<file path="config.mk">
export PLATFORM = sky130hd
export DESIGN_NAME = pattern_sequencer
export DESIGN_NICKNAME = d
export VERILOG_FILES = /design/src/rtl/pattern_seq_pkg.sv /design/src/rtl/tick_prescaler.sv /design/src/rtl/pattern_sequencer.sv
export SDC_FILE = /design/constraint.sdc
export NUM_CORES = 1
export LEC_CHECK = 0
export BUFFER_PORTS_ARGS = -buffer_cell sky130_fd_sc_hd__buf_2
export CAP_MARGIN = 20
export CORE_ASPECT_RATIO = 1.4
export CORE_MARGIN = 3
export CORE_UTILIZATION = 60
export CTS_BUF_LIST = sky130_fd_sc_hd__clkbuf_2
export CTS_CLUSTER_DIAMETER = 80
export DETAILED_ROUTE_END_ITERATION = 12
export GPL_TIMING_DRIVEN = 0
export PLACE_DENSITY = 0.79
export SETUP_SLACK_MARGIN = 0.5
export SLEW_MARGIN = 5
export SYNTH_ARGS = -nofsm -noshare
export SYNTH_HDL_FRONTEND = slang
export SYNTH_SLANG_ARGS = --single-unit
</file>
<file path="constraint.sdc">
create_clock -name clk -period 3.8 [get_ports clk]
set_input_delay 0.38 -clock clk [delete_from_list [all_inputs] [get_ports clk]]
set_output_delay 0.38 -clock clk [all_outputs]
set_load 0.02 [all_outputs]
</file>
<file path="src/rtl/pattern_seq_pkg.sv">
// Shared types and helpers for the pattern sequencer: step modes, direction,
// prescaler width and the power-on pattern table contents.
package pattern_seq_pkg;

  typedef enum logic [1:0] {
    MODE_FWD  = 2'd0,
    MODE_REV  = 2'd1,
    MODE_PING = 2'd2,
    MODE_HOLD = 2'd3
  } mode_e;

  typedef enum logic {
    DIR_UP   = 1'b0,
    DIR_DOWN = 1'b1
  } dir_e;

  localparam int unsigned PRESC_EXTRA = 6;

  function automatic int unsigned presc_width(int unsigned div_base);
    return div_base + PRESC_EXTRA;
  endfunction

  // Default table entry i is one-hot at bit (i mod width).
  function automatic int unsigned default_bit(int unsigned idx, int unsigned width);
    return idx % width;
  endfunction

endpackage

</file>
<file path="src/rtl/tick_prescaler.sv">
// Clock-enable prescaler: one-cycle tick every 2^(DIV_BASE+2*div_sel) cycles,
// restarting a full period whenever div_sel changes.
module tick_prescaler
  import pattern_seq_pkg::*;
#(
  parameter int unsigned DIV_BASE = 2
) (
  input  logic       clk,
  input  logic       reset,
  input  logic [1:0] div_sel,
  output logic       tick
);

  localparam int unsigned CW = presc_width(DIV_BASE);

  logic [CW-1:0] cnt_q, cnt_d;
  logic [CW-1:0] mask;
  logic [1:0]    dsel_q;
  logic          tick_q, tick_d;

  always_comb begin
    mask   = ~({CW{1'b1}} << (DIV_BASE + 2 * dsel_q));
    cnt_d  = cnt_q + 1'b1;
    tick_d = ((cnt_q & mask) == mask);
    // A select change restarts the period and swallows any tick due now.
    if (div_sel != dsel_q) begin
      cnt_d  = '0;
      tick_d = 1'b0;
    end
  end

  always_ff @(posedge clk or posedge reset) begin
    if (reset) begin
      cnt_q  <= '0;
      dsel_q <= '0;
      tick_q <= 1'b0;
    end else begin
      cnt_q  <= cnt_d;
      dsel_q <= div_sel;
      tick_q <= tick_d;
    end
  end

  assign tick = tick_q;

endmodule

</file>
<file path="src/rtl/pattern_sequencer.sv">
// Pattern sequencer top: step/direction FSM walking a writable pattern table,
// with sequence-done pulse and a half-rate toggle.
module pattern_sequencer
  import pattern_seq_pkg::*;
#(
  parameter int unsigned WIDTH    = 8,
  parameter int unsigned DEPTH    = 8,
  parameter int unsigned DIV_BASE = 2
) (
  input  logic                     clk,
  input  logic                     reset,
  input  logic [1:0]               div_sel,
  input  logic [1:0]               mode,
  input  logic                     wr_en,
  input  logic [$clog2(DEPTH)-1:0] wr_addr,
  input  logic [WIDTH-1:0]         wr_data,
  output logic [WIDTH-1:0]         pattern_out,
  output logic [$clog2(DEPTH)-1:0] step,
  output logic                     tick,
  output logic                     seq_done,
  output logic                     half_rate
);

  localparam int unsigned SW = $clog2(DEPTH);
  localparam logic [SW-1:0]    LAST  = SW'(DEPTH - 1);
  localparam logic [WIDTH-1:0] ONE_W = WIDTH'(1);

  logic [SW-1:0]    step_q, step_d;
  dir_e             dir_q, dir_d;
  logic             done_q, done_d;
  logic             half_q, half_d;
  logic [WIDTH-1:0] tbl_q [DEPTH];
  logic             tick_w;

  tick_prescaler #(.DIV_BASE(DIV_BASE)) u_presc (
    .clk     (clk),
    .reset   (reset),
    .div_sel (div_sel),
    .tick    (tick_w)
  );

  always_comb begin
    step_d = step_q;
    dir_d  = dir_q;
    done_d = 1'b0;
    if (tick_w) begin
      case (mode_e'(mode))
        MODE_FWD: begin
          dir_d = DIR_UP;
          if (step_q == LAST) begin
            step_d = '0;
            done_d = 1'b1;
          end else begin
            step_d = step_q + 1'b1;
          end
        end
        MODE_REV: begin
          dir_d = DIR_DOWN;
          if (step_q == '0) begin
            step_d = LAST;
            done_d = 1'b1;
          end else begin
            step_d = step_q - 1'b1;
          end
        end
        // Ping-pong bounces off both ends without repeating them; only the
        // bottom turnaround marks the end of a sequence.
        MODE_PING: begin
          if (dir_q == DIR_UP) begin
            if (step_q == LAST) begin
              dir_d  = DIR_DOWN;
              step_d = step_q - 1'b1;
            end else begin
              step_d = step_q + 1'b1;
            end
          end else begin
            if (step_q == '0) begin
              dir_d  = DIR_UP;
              step_d = SW'(1);
              done_d = 1'b1;
            end else begin
              step_d = step_q - 1'b1;
            end
          end
        end
        default: ;
      endcase
    end
    half_d = half_q ^ done_d;
  end

  always_ff @(posedge clk or posedge reset) begin
    if (reset) begin
      step_q <= '0;
      dir_q  <= DIR_UP;
      done_q <= 1'b0;
      half_q <= 1'b0;
      for (int unsigned i = 0; i < DEPTH; i++) begin
        tbl_q[i] <= ONE_W << default_bit(i, WIDTH);
      end
    end else begin
      step_q <= step_d;
      dir_q  <= dir_d;
      done_q <= done_d;
      half_q <= half_d;
      if (wr_en && (32'(wr_addr) < DEPTH)) begin
        tbl_q[wr_addr] <= wr_data;
      end
    end
  end

  assign pattern_out = tbl_q[step_q];
  assign step        = step_q;
  assign tick        = tick_w;
  assign seq_done    = done_q;
  assign half_rate   = half_q;

endmodule

</file>
==> results.txt, run 1 <==
- Height of the die: 103 µm
* Width of the chip: ~75 µm
- No sink is reached through more buffers than the 2 on the longest clock path.
- The number of nets in the synthesized netlist is 293.
* Clock latency on the worst-skew pair: roughly 0.50 ns
* Leakage power figure: slightly below 2 nW
* Layout Area Growth over Synthesis: 9.73%
* GP Congestion: around 0.8
- Number of library cell types mapped by synthesis: 45
- The smallest clock period supported by the final layout is computed as around 2.6 ns.
- Summed over all nets, the switching power comes to around 0.55 mW.
* Detailed-route via count: ~2.3k
- The mapped netlist covers ~4000 µm².
- In this run the standard cell core region covers roughly 6300 µm².
- 32 I/O pins were placed.
- In this run the worst hold path is classified as in2reg.
- After layout, the worst path uses just under 70% of the clock period.
- By area the synthesized netlist is led by dfrtp_1 46%, mux2_2 18%, dfstp_2 5.3%, mux4_1 5.3%, mux4_2 4.5%.
* Worst Tran Pin Value: ~0.80 ns
- The count of buffers added on input and output ports is 27.
- Worst Setup Slack post-DPL: roughly 1.7 ns
- Crit path arrival time: about 2.3 ns
- Root cell of the clock tree: clkbuf_2
* Via count of the first global-routing pass: approximately 2.4k
* GRT overflow: 0
* Leading area contributor after synthesis: dfrtp_1
- VDD IR-drop max: ~450 µV
- The worst register-to-register path begins at step[0]$_DFFE_PP0P_.
- Slew Limit Fails: 0
* Sink Count: 81
- Share of synthesized area occupied by flip-flops and latches: about half
- The first global-routing pass estimated around 12000 µm of wire.
* Max-slew headroom at the worst pin: between 40% and 50%
* Final clock skew: 0.0215 ns
- Entering global routing, the biggest net connects 42 pins.
* Post-route worst setup slack: between 1 and 1.5 ns
* First-iteration detailed-routing DRC count: between 100 and 150
- The post-route netlist has 48.2% of its cells at a drive strength greater than 1.
- The first detailed-routing pass took 4 iterations.
- Final hold slack: ~0.19 ns
- Finish-stage setup viols: 0
- Outcome: finished clean
* Synthesized netlist cell count: about 270
- Total Routing Usage GR: 21.1%
* Total power: just over 2 mW
- Setup repair after global routing left no endpoint under its margin.
- In this run the critical register-to-register path is captured at step[2]$_DFFE_PP0P_.
- In this run, synthesis inferred 0 flip-flops with an integrated enable.
- Starting density of the core: between 60% and 70%
- Count of placed standard cells including taps: 366
- Reg2reg setup slack: approximately 1.8 ns
- Area share of the largest cell type after synthesis: around 46%
- Max frequency: 380 MHz
* Clock-pin slew reported for the worst setup and hold paths after clock tree synthesis: ~0.22 ns
- TritonCTS buffer count: 9
- Areal power density over the cells: approximately 460 nW/µm²
- Area of the die: between 7000 and 8000 µm²
- Buffer count from post-CTS setup fixing: 0
- Using the TritonRoute via totals, the vias-per-cell ratio works out to about 6.
- Average wire per standard cell: 18.5 µm
- The critical path ends at pattern_out[1].
- The number of antenna diodes in the final layout is 0.
- Critical path launch point: step[1]$_DFFE_PP0P_
* Fin Setup TNS: 0 ns
- Number of rows in the core area: 34
* Layout Nets: about 340
- Hold Vio Cnt, Final: 0
- STA classifies the critical path startpoint as a register.
- Reg power frac: roughly 55%
- Mapped Avg Cell Area: ~15 µm²
* TritonCTS clock tree: yes
- Sum of routed wire length over all layers: 7120 µm
- Counting flops and latches in the post-synthesis netlist gives between 80 and 90.
* Initial antenna violation count: 0
- In this run the number of H-tree levels came out at 3.
- Of the total power, the share spent switching nets is between 20% and 30%.
- Type of element capturing the critical path: output pin
- Internal power of the cells: ~1.5 mW
* Data required time of the worst path: 3.42 ns
- The number of cells on the worst reg-to-reg path is 5.
* Warnings from Yosys: 0
- Top flip-flop cell by instance count after synthesis: dfrtp_1
* Part of the power in combinational logic: between 20% and 30%
- Hpwl dp: slightly below 5000 µm
- Critical path class: reg2out
* Number of max-capacitance violations reported: 0
- Async set-reset flop share out of synthesis: 100%
* DRC viols: 0
- The detail route stage leaves a number of antenna-violating nets equal to 0.
- Non-filler cells in the finished layout: 385
- The clock network accounts for between 20% and 30% of the total power.
* Largest driver fanout on the critical path: 10
[how the worst min path moves through the flow]
stage / start / end / cells after the start
finish: wr_data[7] / tbl_q[15]$_DFFE_PP0P_ / 2
global route: wr_data[7] / tbl_q[23]$_DFFE_PP0P_ / 2
CTS: wr_data[7] / tbl_q[15]$_DFFE_PP0P_ / 2
detailed placement: reset / tbl_q[61]$_DFFE_PP0P_ / 2
global placement: half_rate$_DFF_PP0_ / half_rate$_DFF_PP0_ / 1
floorplan: div_sel[0] / u_presc.dsel_q[0]$_DFF_PP0_ / 0
[cell usage after synthesis, types with 4 or more instances]
| master | count |
|---|---|
| mux4_1 | 8 |
| buf_2 | 7 |
| dfstp_2 | 8 |
| dfrtp_1 | 73 |
| inv_1 | 8 |
| nand3_1 | 4 |
| mux2_4 | 8 |
| xor2_1 | 4 |
| nor2_1 | 4 |
| ha_1 | 9 |
| a21oi_1 | 6 |
| mux2_2 | 65 |
| o21ai_0 | 4 |
| nand2_1 | 6 |
| mux4_2 | 8 |
[power by group through the flow]
stage | logic (mW) | clock network (mW) | registers (mW)
finish | 0.473 | 0.443 | 1.10
global route | 0.519 | 0.490 | 1.12
CTS | 0.481 | 0.455 | 1.10
detailed placement | 0.479 | 0 | 1.12
global placement | 0.462 | 0 | 1.11
floorplan | 0.381 | 0 | 1.10
[registers in the layout, summed over array words and instances (netlist names)]
| register | flops |
|---|---|
| u_presc.tick | 1 |
| tbl_q | 64 |
| half_rate | 1 |
| dir_q | 1 |
| u_presc.cnt_q | 8 |
| u_presc.dsel_q | 2 |
| step | 3 |
| seq_done | 1 |
[logic make-up after synthesis]
kind of cell / Yosys count / synth area share [%]
and+or+nand+nor: 40 / 7.35
xor gates and xnor gates: 7 / 1.53
AOI/OAI and AO/OA: 23 / 3.91
buffers and inverters: 17 / 2.41
adders and majority gates: 9 / 2.82
DFF: 81 / 50.9
muxes: 89 / 31.1
[critical path, cell delays in order (launching register included)]
cell	delay, ns
dfrtp_1	0.41
buf_2	0.27
buf_2	0.32
mux4_2	0.34
mux2_4	0.27
buf_2	0.16
[metrics by stage]
step	utilization [%]	cell area [µm²]
2_1_floorplan	-	4000
3_3_place_gp	66.7	4230
3_5_place_dp	67.0	4250
4_1_cts	69.2	4390
5_1_grt	69.2	4390
6_report	69.2	4390
[layout make-up]
class,count,area (µm²)
flip-flops and latches,81,2040
fillers,428,1950
multi-input cells,168,1870
repair buffers,31,185
well taps,72,90.1
plain buffers,9,66.3
clock inverters,5,56.3
clock buffers,11,55.1
inverters,8,32.5
[what timing repair did]
action | 4_1_cts | 5_1_grt
hold buffers | 3 | 0
gates resized for setup | 0 | 0
hold endpoints to repair | 38 | 0
[placed cells by master (no fill, tap or decap), drive strengths merged, types with 3 or more instances in the layout]
| cell | n |
|---|---|
| inv | 8 |
| dfrtp | 73 |
| nand4b | 3 |
| mux2 | 73 |
| nand3 | 4 |
| dfstp | 8 |
| clkbuf | 11 |
| nand2 | 6 |
| nor2 | 4 |
| o21ai | 4 |
| nand2b | 3 |
| dlygate4sd3 | 3 |
| xnor2 | 3 |
| mux4 | 16 |
| ha | 9 |
| clkinv | 3 |
| buf | 37 |
| a21oi | 6 |
| or3 | 3 |
| xor2 | 4 |
[per-layer routing]
metal / global-route usage [%] / part of all wire, %
met1: 26.1 / 41
met2: 37.1 / 54
met3: 2.54 / 3.0
met4: 8.49 / 1.4
met5: 0 / 0
No activity file was read; power rests on OpenSTA's default activity.
==> run 2: changes to the inputs <==
--- a/config.mk
+++ b/config.mk
@@ -5,6 +5,7 @@
 export SDC_FILE = /design/constraint.sdc
 export NUM_CORES = 1
 export LEC_CHECK = 0
+export ABC_AREA = 1
 export BUFFER_PORTS_ARGS = -buffer_cell sky130_fd_sc_hd__buf_2
 export CAP_MARGIN = 20
 export CORE_ASPECT_RATIO = 1.4
==> constraint.sdc (replaced) <==
create_clock -name clk -period 2.7 [get_ports clk]
set_input_delay 0.27 -clock clk [delete_from_list [all_inputs] [get_ports clk]]
set_output_delay 0.27 -clock clk [all_outputs]
set_load 0.02 [all_outputs]
==> results.txt, run 2 <==
* Outcome: finished clean (unchanged)
- The number of non-filler instances in the completed layout is 596 (was 385).
- The number of primary I/O pins was 32 (unchanged).
- The commonest non-fill, non-tap cell in the layout is nand2_1 (was dfrtp_1).
- The launch point of the worst reg-to-reg path is step[0]$_DFFE_PP0P_ (unchanged).
- The total number of cells along the worst setup path came to 8 (was 5).
* Proportion of layout cells with a drive suffix above 1: 16.9% (was 48.2%)
- The number of DRC violations after detailed routing came to 0 (unchanged).
- Max frequency: between 400 and 500 MHz
* Initial antenna violation count: 0 (unchanged)
- Dominant cells by area after synthesis: dfrtp_1 47%, o21ai_0 12%, nand2_1 11%, nor2_1 5.7%, dfstp_2 5.5% (was dfrtp_1 46%, mux2_2 18%, dfstp_2 5.3%, mux4_1 5.3%, mux4_2 4.5%).
* Layout Nets: 548 (was 335)
- Detailed-route via count: 3382 (was 2331)
* Leading area contributor after synthesis: dfrtp_1 (unchanged)
- The final-layout worst hold slack was 0.107 ns (was 0.187 ns).
* Critical path launch point: step[0]$_DFFE_PP0P_ (was step[1]$_DFFE_PP0P_)
* Post-Synthesis Net Count: 492 (was 293)
- Reg2reg setup slack: 0.94 ns (was 1.80 ns)
- The portion of synthesized cell area occupied by the leading cell type is 47.4% (was 45.7%).
- The HPWL reported at the end of detailed placement was 6380 µm (was 4910 µm).
* Inserted Diodes: 0 (unchanged)
- The die boundary width came to 73.7 µm (was 75.0 µm).
- The core area was 6030 µm² (was 6340 µm²).
- The clock transition time at the flip-flop clock pins of the worst setup and hold paths came to 0.21 ns (was 0.22 ns).
* Total of flip-flops plus latches after synthesis: 81 (unchanged)
* Top flip-flop cell by instance count after synthesis: dfrtp_1 (unchanged)
- The global-route usage over all layers came to 26.8% (was 21.1%).
- Unrepaired setup endpoints after global routing: true (was false).
- The static power due to leakage is 2.21 nW (was 1.96 nW).
- Layout Area Growth over Synthesis: 14.1% (was 9.73%)
* Areal power density over the cells: 645 nW/µm² (was 460 nW/µm²)
- The full die area came to 7430 µm² (was 7700 µm²).
- Number of library cell types mapped by synthesis: 24 (was 45)
- The die height is 101 µm (was 103 µm).
- Final period utilization: about 83%
* Final Util: 72.9% (was 69.2%)
- Most numerous cell on the critical path: nand2_1 (was buf_2)
- The number of warnings reported in the yosys synthesis log came to 0 (unchanged).
- Via count of the first global-routing pass: 3247 (was 2441)
- The capture instance of the worst register-to-register path was step[0]$_DFFE_PP0P_ (was step[2]$_DFFE_PP0P_).
- The max-slew violation total from the final report is 0 (unchanged).
- The hold violation count in the final report came to 0 (unchanged).
- Number of enable-type register cells in the synthesized netlist: 0 (unchanged)
- Via-per-instance ratio: 5.67 (was 6.05)
* Average wire per standard cell: 15.1 µm (was 18.5 µm)
* GP Congestion: 0.909 (was 0.782)
- Share of synthesized area occupied by flip-flops and latches: 52.9% (was 50.9%)
- Number of nets with antenna violations after detailed routing: 0 (unchanged)
- The worst-path cell with the longest stage delay is dfrtp_1 (unchanged).
* Gate family responsible for the most delay along the worst path: buffers and inverters (unchanged)
- The total buffers and inverters traversed by the critical path came to 4 (was 3).
* Crit path to: pattern_out[7] (was pattern_out[1])
- The maximum number of pins on one net before global-route repair was 30 (was 42).
- The post-synthesis async set-or-reset flop share came to 100% (unchanged).
- GRT overflow: 0 (unchanged)
* Largest reg by FF count: tbl_q (unchanged)
- Summed instance area of the synthesized netlist: 3850 µm² (was 4000 µm²)
- The CTS H-tree depth is 3 (unchanged).
* TritonCTS clock tree: yes (unchanged)
- VDD IR-drop max: 459 µV (was 446 µV)
- Final clock skew: 0.00835 ns (was 0.0215 ns)
- The first-pass GRT wire length was 15300 µm (was 12000 µm).
- The data required time of the critical path came to 2.43 ns (was 3.42 ns).
* TritonCTS buffer count: 9 (unchanged)
* Worst Setup Slack post-DPL: 0.786 ns (was 1.69 ns)
- Critical Path Max Stage Delay: 0.44 ns (was 0.41 ns)
* Clock latency on the worst-skew pair: 0.53 ns (was 0.50 ns)
- Most common cell in the synthesized netlist: nand2_1 (was dfrtp_1)
- The average size of a mapped cell came to 8.28 µm² (was 15.0 µm²).
- The area of combinational cells with multiple inputs came to 1560 µm² (was 1870 µm²).
- The worst path needs approximately 2.2 ns of the cycle, external delays included.
- Count of placed standard cells including taps: 568 (was 366)
- Most frequent cells in the layout: 117 x nand2_1, 78 x o21ai_0, 72 x dfrtp_1 (was 73 x dfrtp_1, 65 x mux2_2, 34 x buf_2).
- Fin Setup TNS: 0 ns (unchanged)
- Type of element capturing the critical path: output pin (unchanged)
- The reported max-cap violation count came to 0 (unchanged).
* Post-route worst setup slack: 0.472 ns (was 1.17 ns)
- The standard-cell row count is 33 (was 34).
- Crit path arrival time: 1.96 ns (was 2.25 ns)
- TritonRoute pass-1 iters: 7 (was 4)
- Sequential cell area: 2040 µm² (about the same)
- The number of design-rule violations left by the first detailed-router iteration came to 270 (was 130).
- The master cell of the clock root buffer was clkbuf_2 (unchanged).
- Finish-stage setup viols: 0 (unchanged)
* Starting density of the core: 63.9% (was 63.1%)
* Synthesized netlist cell count: 465 (was 266)
* Crit path launch type: register (unchanged)
- Top post-synthesis cells by count: 117 x nand2_1, 92 x o21ai_0, 73 x dfrtp_1 (was 73 x dfrtp_1, 65 x mux2_2, 9 x ha_1).
* Cells along the critical path: buf_6, clkinvlp_4, buf_8, nor2_1, o22ai_1, nand2_1, nand2_1, buf_2 (was buf_2, buf_2, mux4_2, mux2_4, buf_2)
- The remaining max-slew budget at the tightest pin came to 58.5% (was 46.5%).
- The clock sink count was 81 (unchanged).
- Min-delay worst type: in2reg (unchanged)
- Sum of routed wire length over all layers: 8990 µm (was 7120 µm)
* Largest driver fanout on the critical path: 10 (unchanged)
- The depth of the most critical reg-to-reg path was 8 (was 5).
* Number of buffers added on ports: 31 (was 27)
- The deepest clock path buffer count was 2 (unchanged).
- Critical path class: reg2out (unchanged)
* Number of filler cells placed in the layout: 473 (was 428)
- Worst Tran Pin Value: 0.621 ns (was 0.798 ns)
- Flip-flop count of the largest register, all copies and words added: 64 (unchanged)
-- run 2: changes by cell type after synthesis, moves of 8 or more --
| cell | previous run | this run |
|---|---|---|
| nand2_1 | 6 | 117 |
| o21ai_0 | 4 | 92 |
| mux2_2 | 65 | 0 |
| nor2_1 | 4 | 59 |
| inv_1 | 8 | 35 |
| o22ai_1 | 1 | 16 |
| mux2_4 | 8 | 0 |
| mux4_1 | 8 | 0 |
| mux4_2 | 8 | 0 |
-- run 2: cell families after synthesis --
group	Yosys count	share of synthesized area, %
flops	81	52.9
buf+inv	54	6.76
fa+ha+maj	9	2.92
simple gates	195	20.0
xor+xnor	4	0.910
compound gates	122	16.5
-- run 2: worst min-delay path by stage --
| stage | from | to | slack (ns) | depth (start not counted) |
|---|---|---|---|---|
| floorplan | div_sel[0] | u_presc.dsel_q[0]$_DFF_PP0_ | 0.30 | 0 |
| global placement | div_sel[0] | u_presc.dsel_q[0]$_DFF_PP0_ | 0.40 | 1 |
| detailed placement | reset | tbl_q[5]$_DFFE_PP0P_ | 0.38 | 2 |
| CTS | wr_data[6] | tbl_q[6]$_DFFE_PP0P_ | 0.09 | 3 |
| global route | wr_data[3] | tbl_q[51]$_DFFE_PP0P_ | 0.1 | 3 |
| finish | wr_data[6] | tbl_q[6]$_DFFE_PP0P_ | 0.11 | 3 |
-- run 2: what timing repair did --
item                                    4_1_cts  5_1_grt
endpoints found under the setup margin        8        8
endpoints found under the hold margin        30        0
hold buffers                                  5        0
gates resized for setup                      14       18
buffers inserted                              5        2
pin swaps                                     0        3
-- run 2: cell type report --
| class | count | share of cell area [%] |
|---|---|---|
| Buffer | 19 | 3.64 |
| Clock buffer | 10 | 1.14 |
| Sequential cell | 81 | 46.4 |
| Inverter | 35 | 3.16 |
| Clock inverter | 6 | 1.34 |
| Tap cell | 70 | 1.99 |
| Timing Repair Buffer | 45 | 6.94 |
| Multi-Input combinational cell | 330 | 35.4 |
-- run 2: per-stage QoR --
stage / power [mW] / instance area, µm²
after floorplan: 1.97 / 3860
after global placement: 2.13 / 4100
after detailed placement: 2.17 / 4140
after CTS: 2.81 / 4370
after global routing: 3.01 / 4400
final: 2.84 / 4400
-- run 2: worst register-to-register path, stage by stage (launching register included) --
cell and delay [ns]:
dfrtp_1 0.44, buf_4 0.14, buf_4 0.12, ha_1 0.18, ha_1 0.21, or2_2 0.32, nor3_1 0.17, a21oi_1 0.06
nand2_1 0.07
-- run 2: layer usage --
metal	up-vias	routed length, µm	global-route usage (%)
li1	1624	-	-
met1	1621	3820	37.2
met2	119	4490	41.8
met3	18	495	3.29
met4	0	178	12.3
met5	-	0	0
-- run 2: report_power, final --
part           internal, mW  switching (mW)
Sequential             1.42           0.113
Clock                 0.211           0.412
Combinational         0.275           0.405
==> run 3: changes to the inputs <==
--- a/config.mk
+++ b/config.mk
@@ -5,7 +5,7 @@
 export SDC_FILE = /design/constraint.sdc
 export NUM_CORES = 1
 export LEC_CHECK = 0
-export ABC_AREA = 1
+export ABC_AREA = 0
 export BUFFER_PORTS_ARGS = -buffer_cell sky130_fd_sc_hd__buf_2
 export CAP_MARGIN = 20
 export CORE_ASPECT_RATIO = 1.4
==> constraint.sdc (replaced) <==
create_clock -name clk -period 2.1 [get_ports clk]
set_input_delay 0.21 -clock clk [delete_from_list [all_inputs] [get_ports clk]]
set_output_delay 0.21 -clock clk [all_outputs]
set_load 0.02 [all_outputs]
==> results.txt, run 3 (synthesis results as in run 1) <==
- The worst path uses 112% of the clock period.
- The largest register by flop count is tbl_q (unchanged).
- The final critical-path setup slack is -0.253 ns (was 0.472 ns).
* Number of rows in the core area: 34 (was 33)
- Min-delay worst type: in2reg (unchanged)
- Cells along the critical path: buf_12, buf_12, mux4_2, mux2_4, buf_6 (was buf_6, clkinvlp_4, buf_8, nor2_1, o22ai_1, nand2_1, nand2_1, buf_2).
- The category of the worst setup path capture point was an output pin (unchanged).
* Area of the die: 7700 µm² (was 7430 µm²)
- The hold violation count in the final report is 0 (unchanged).
* Hpwl dp: 4950 µm (was 6380 µm)
- TritonCTS clock tree: yes (unchanged)
- Root cell of the clock tree: clkbuf_2 (unchanged)
* Total power: 4.01 mW (was 2.84 mW)
- The commonest non-fill, non-tap cell in the layout was dfrtp_1 (was nand2_1).
- Cell with the biggest individual delay on the critical path: mux4_2 (was dfrtp_1)
* Number of nets with antenna violations after detailed routing: 0 (unchanged)
- The number of primary I/O pins is 32 (unchanged).
- The reported max-cap violation count is 0 (unchanged).
- Via-per-instance ratio: 6.05 (was 5.67)
* Width of the chip: 75.0 µm (was 73.7 µm)
- Violations in the final reports: negative setup slack
- The antenna diode instance count is 0 (unchanged).
* Fin Setup TNS: -1.88 ns (was 0 ns)
- The CTS H-tree depth is 3 (unchanged).
* Total net switching power: 1.10 mW (was 0.930 mW)
* TritonRoute pass-1 iters: 4 (was 7)
- GP Congestion: 0.830 (was 0.909)
- The cell total after placement was 367 (was 568).
- Total Routing Usage GR: 22.1% (was 26.8%)
* Placeable core region: 6340 µm² (was 6030 µm²)
* Reg power frac: 50.1% (was 54.0%)
* Leakage power figure: 2.08 nW (was 2.21 nW)
- The net total in the final layout came to 356 (was 548).
- The data required time of the critical path is 1.89 ns (was 2.43 ns).
- The slew at the pin closest to its max-slew limit is 0.842 ns (was 0.621 ns).
* Critical Path Max Stage Delay: 0.50 ns (was 0.44 ns)
- Detailed-route via count: 2458 (was 3382)
- The flip-flop count of the largest register after layout is 64 (unchanged).
* Worst Setup Slack post-DPL: 0.205 ns (was 0.786 ns)
- The number of buffers created by CTS is 9 (unchanged).
* Outcome: complete, but fails checks (was finished clean)
* Sum of routed wire length over all layers: 7820 µm (was 8990 µm)
- Part of the power in combinational logic: 25.7% (was 24.0%)
- The clock transition time at the flip-flop clock pins of the worst setup and hold paths was 0.23 ns (was 0.21 ns).
* Starting density of the core: 63.1% (was 63.9%)
- The deepest clock path buffer count is 2 (unchanged).
* Max frequency: between 400 and 500 MHz
- Height of the die: 103 µm (was 101 µm)
- Finish-stage setup viols: 8 (was 0)
- The number of design-rule violations left by the first detailed-router iteration came to 161 (was 270).
- Multi-input gate area in the final layout: 1910 µm² (was 1560 µm²)
- The critical-path maximum fanout is 6 (was 10).
* Number of buffers added on ports: 27 (was 31)
- The startpoint type of the worst setup path is a register (unchanged).
- Most frequent cells in the layout: 70 x dfrtp_1, 64 x mux2_2, 24 x buf_2 (was 117 x nand2_1, 78 x o21ai_0, 72 x dfrtp_1).
- Average wire per standard cell: 19.3 µm (was 15.1 µm)
- Proportion of power drawn by the clock network: 24.2% (was 22.0%)
* Via count of the first global-routing pass: 2587 (was 3247)
- The maximum number of pins on one net before global-route repair is 41 (was 30).
- The aggregate global routing overflow was 0 (unchanged).
- The arrival time of the worst setup path was 2.14 ns (was 1.96 ns).
- The max-slew violation total from the final report was 0 (unchanged).
- Sink Count: 81 (unchanged)
* Max-slew headroom at the worst pin: 43.6% (was 58.5%)
* VDD IR-drop max: 642 µV (was 459 µV)
* Clock latency on the worst-skew pair: 0.52 ns (was 0.53 ns)
- The number of DRC violations after detailed routing is 0 (unchanged).
- Internal power of the cells: 2.91 mW (was 1.91 mW)
- Non-filler cells in the finished layout: 406 (was 596)
- The fraction of the core area covered by cells at the end of the flow came to 75.2% (was 72.9%).
* Areal power density over the cells: 842 nW/µm² (was 645 nW/µm²)
- Layout Area Growth over Synthesis: 19.2% (was 14.1%)
* Wire length of the first global-routing pass: 12500 µm (was 15300 µm)
- Critical path class: reg2out (unchanged)
- Initial antenna violation count: 0 (unchanged)
- Most numerous cell on the critical path: buf_12 (was nand2_1)
* Number of filler cells placed in the layout: 389 (was 473)
* Final clock skew: 0.0165 ns (was 0.00835 ns)
* Proportion of layout cells with a drive suffix above 1: 54.8% (was 16.9%)
- The area of all sequential standard cells is 2040 µm² (about the same).
- Min Clock Period, post-route: 2.35 ns
- Sw Ratio: 27.4% (was 32.8%)
* Unrepaired setup endpoints after global routing: true (unchanged)
-- run 3: cell types whose count changed in the layout (fill, tap and decap cells not counted), sizes merged, moves of 4 or more --
cell | before | now
nor2 | 60 | 4
nand3 | 9 | 4
nor3 | 6 | 2
o22ai | 16 | 1
mux2 | 0 | 73
nand2 | 117 | 6
a21oi | 12 | 6
dlygate4sd3 | 5 | 10
mux4 | 0 | 16
o21ai | 92 | 4
clkbuf | 15 | 9
inv | 33 | 9
-- run 3: per-stage QoR --
stage | hold WS, ns | instance area [µm²]
2_1_floorplan | 0.241 | 4040
3_3_place_gp | 0.343 | 4260
3_5_place_dp | 0.213 | 4300
4_1_cts | 0.00207 | 4700
5_1_grt | 0.00630 | 4770
6_report | 0.0178 | 4770
-- run 3: power by group through the flow --
stage / clock [mW] / sequential [mW] / combinational, mW
2_1_floorplan: 0 / 1.98 / 0.697
3_3_place_gp: 0 / 2.01 / 0.845
3_5_place_dp: 0 / 2.03 / 0.879
4_1_cts: 0.993 / 2.01 / 1.02
5_1_grt: 1.06 / 2.04 / 1.11
6_report: 0.973 / 2.01 / 1.03
-- run 3: timing repair --
action                                  CTS  global route
endpoints found under the setup margin   13            13
gates cloned                              1             0
pin swaps                                 3             5
hold endpoints to repair                 89             0
buffers inserted                          7             5
hold buffers                             10             0
resized for setup                        35             8
-- run 3: layer usage --
layer  share of wire (%)  wire length [µm]  vias to the layer above  global-route usage [%]
li1                    -                 -                     1135                       -
met1                  43              3360                     1261                    28.2
met2                  51              4030                       52                    37.3
met3                 4.0               313                       10                    3.22
met4                 1.5               120                        0                    9.45
met5                   0                 0                        -                       0
-- run 3: layout make-up --
| cell class | instances | area share, % |
|---|---|---|
| multi-input combinational | 168 | 40.0 |
| timing repair buffer | 52 | 9.76 |
| clock inverter | 7 | 2.13 |
| clock buffer | 9 | 0.945 |
| buffer | 9 | 1.76 |
| inverter | 8 | 0.761 |
| sequential | 81 | 42.8 |
| tap | 72 | 1.89 |
-- run 3: final timing paths --
check                                              to                 from  depth (start not counted)  slack (ns)
min in group asynchronous  u_presc.cnt_q[2]$_DFF_PP0_                reset                          3        0.16
setup / recovery                       pattern_out[5]  step[0]$_DFFE_PP0P_                          5       -0.25
setup reg to reg                  step[1]$_DFFE_PP0P_  step[0]$_DFFE_PP0P_                          9        0.12
max in group asynchronous       tbl_q[49]$_DFFE_PP1P_                reset                          5        1.13
hold reg to reg                   half_rate$_DFF_PP0_  half_rate$_DFF_PP0_                          1        0.48
hold / removal                   tbl_q[6]$_DFFE_PP0P_           wr_data[6]                          2        0.02
-- run 3: worst max-delay path, delay by kind of cell, from the launching register on --
family                 cells  cell delay, ns
multiplexers               2            0.78
flip-flops                 1            0.44
buffers and inverters      3            0.40
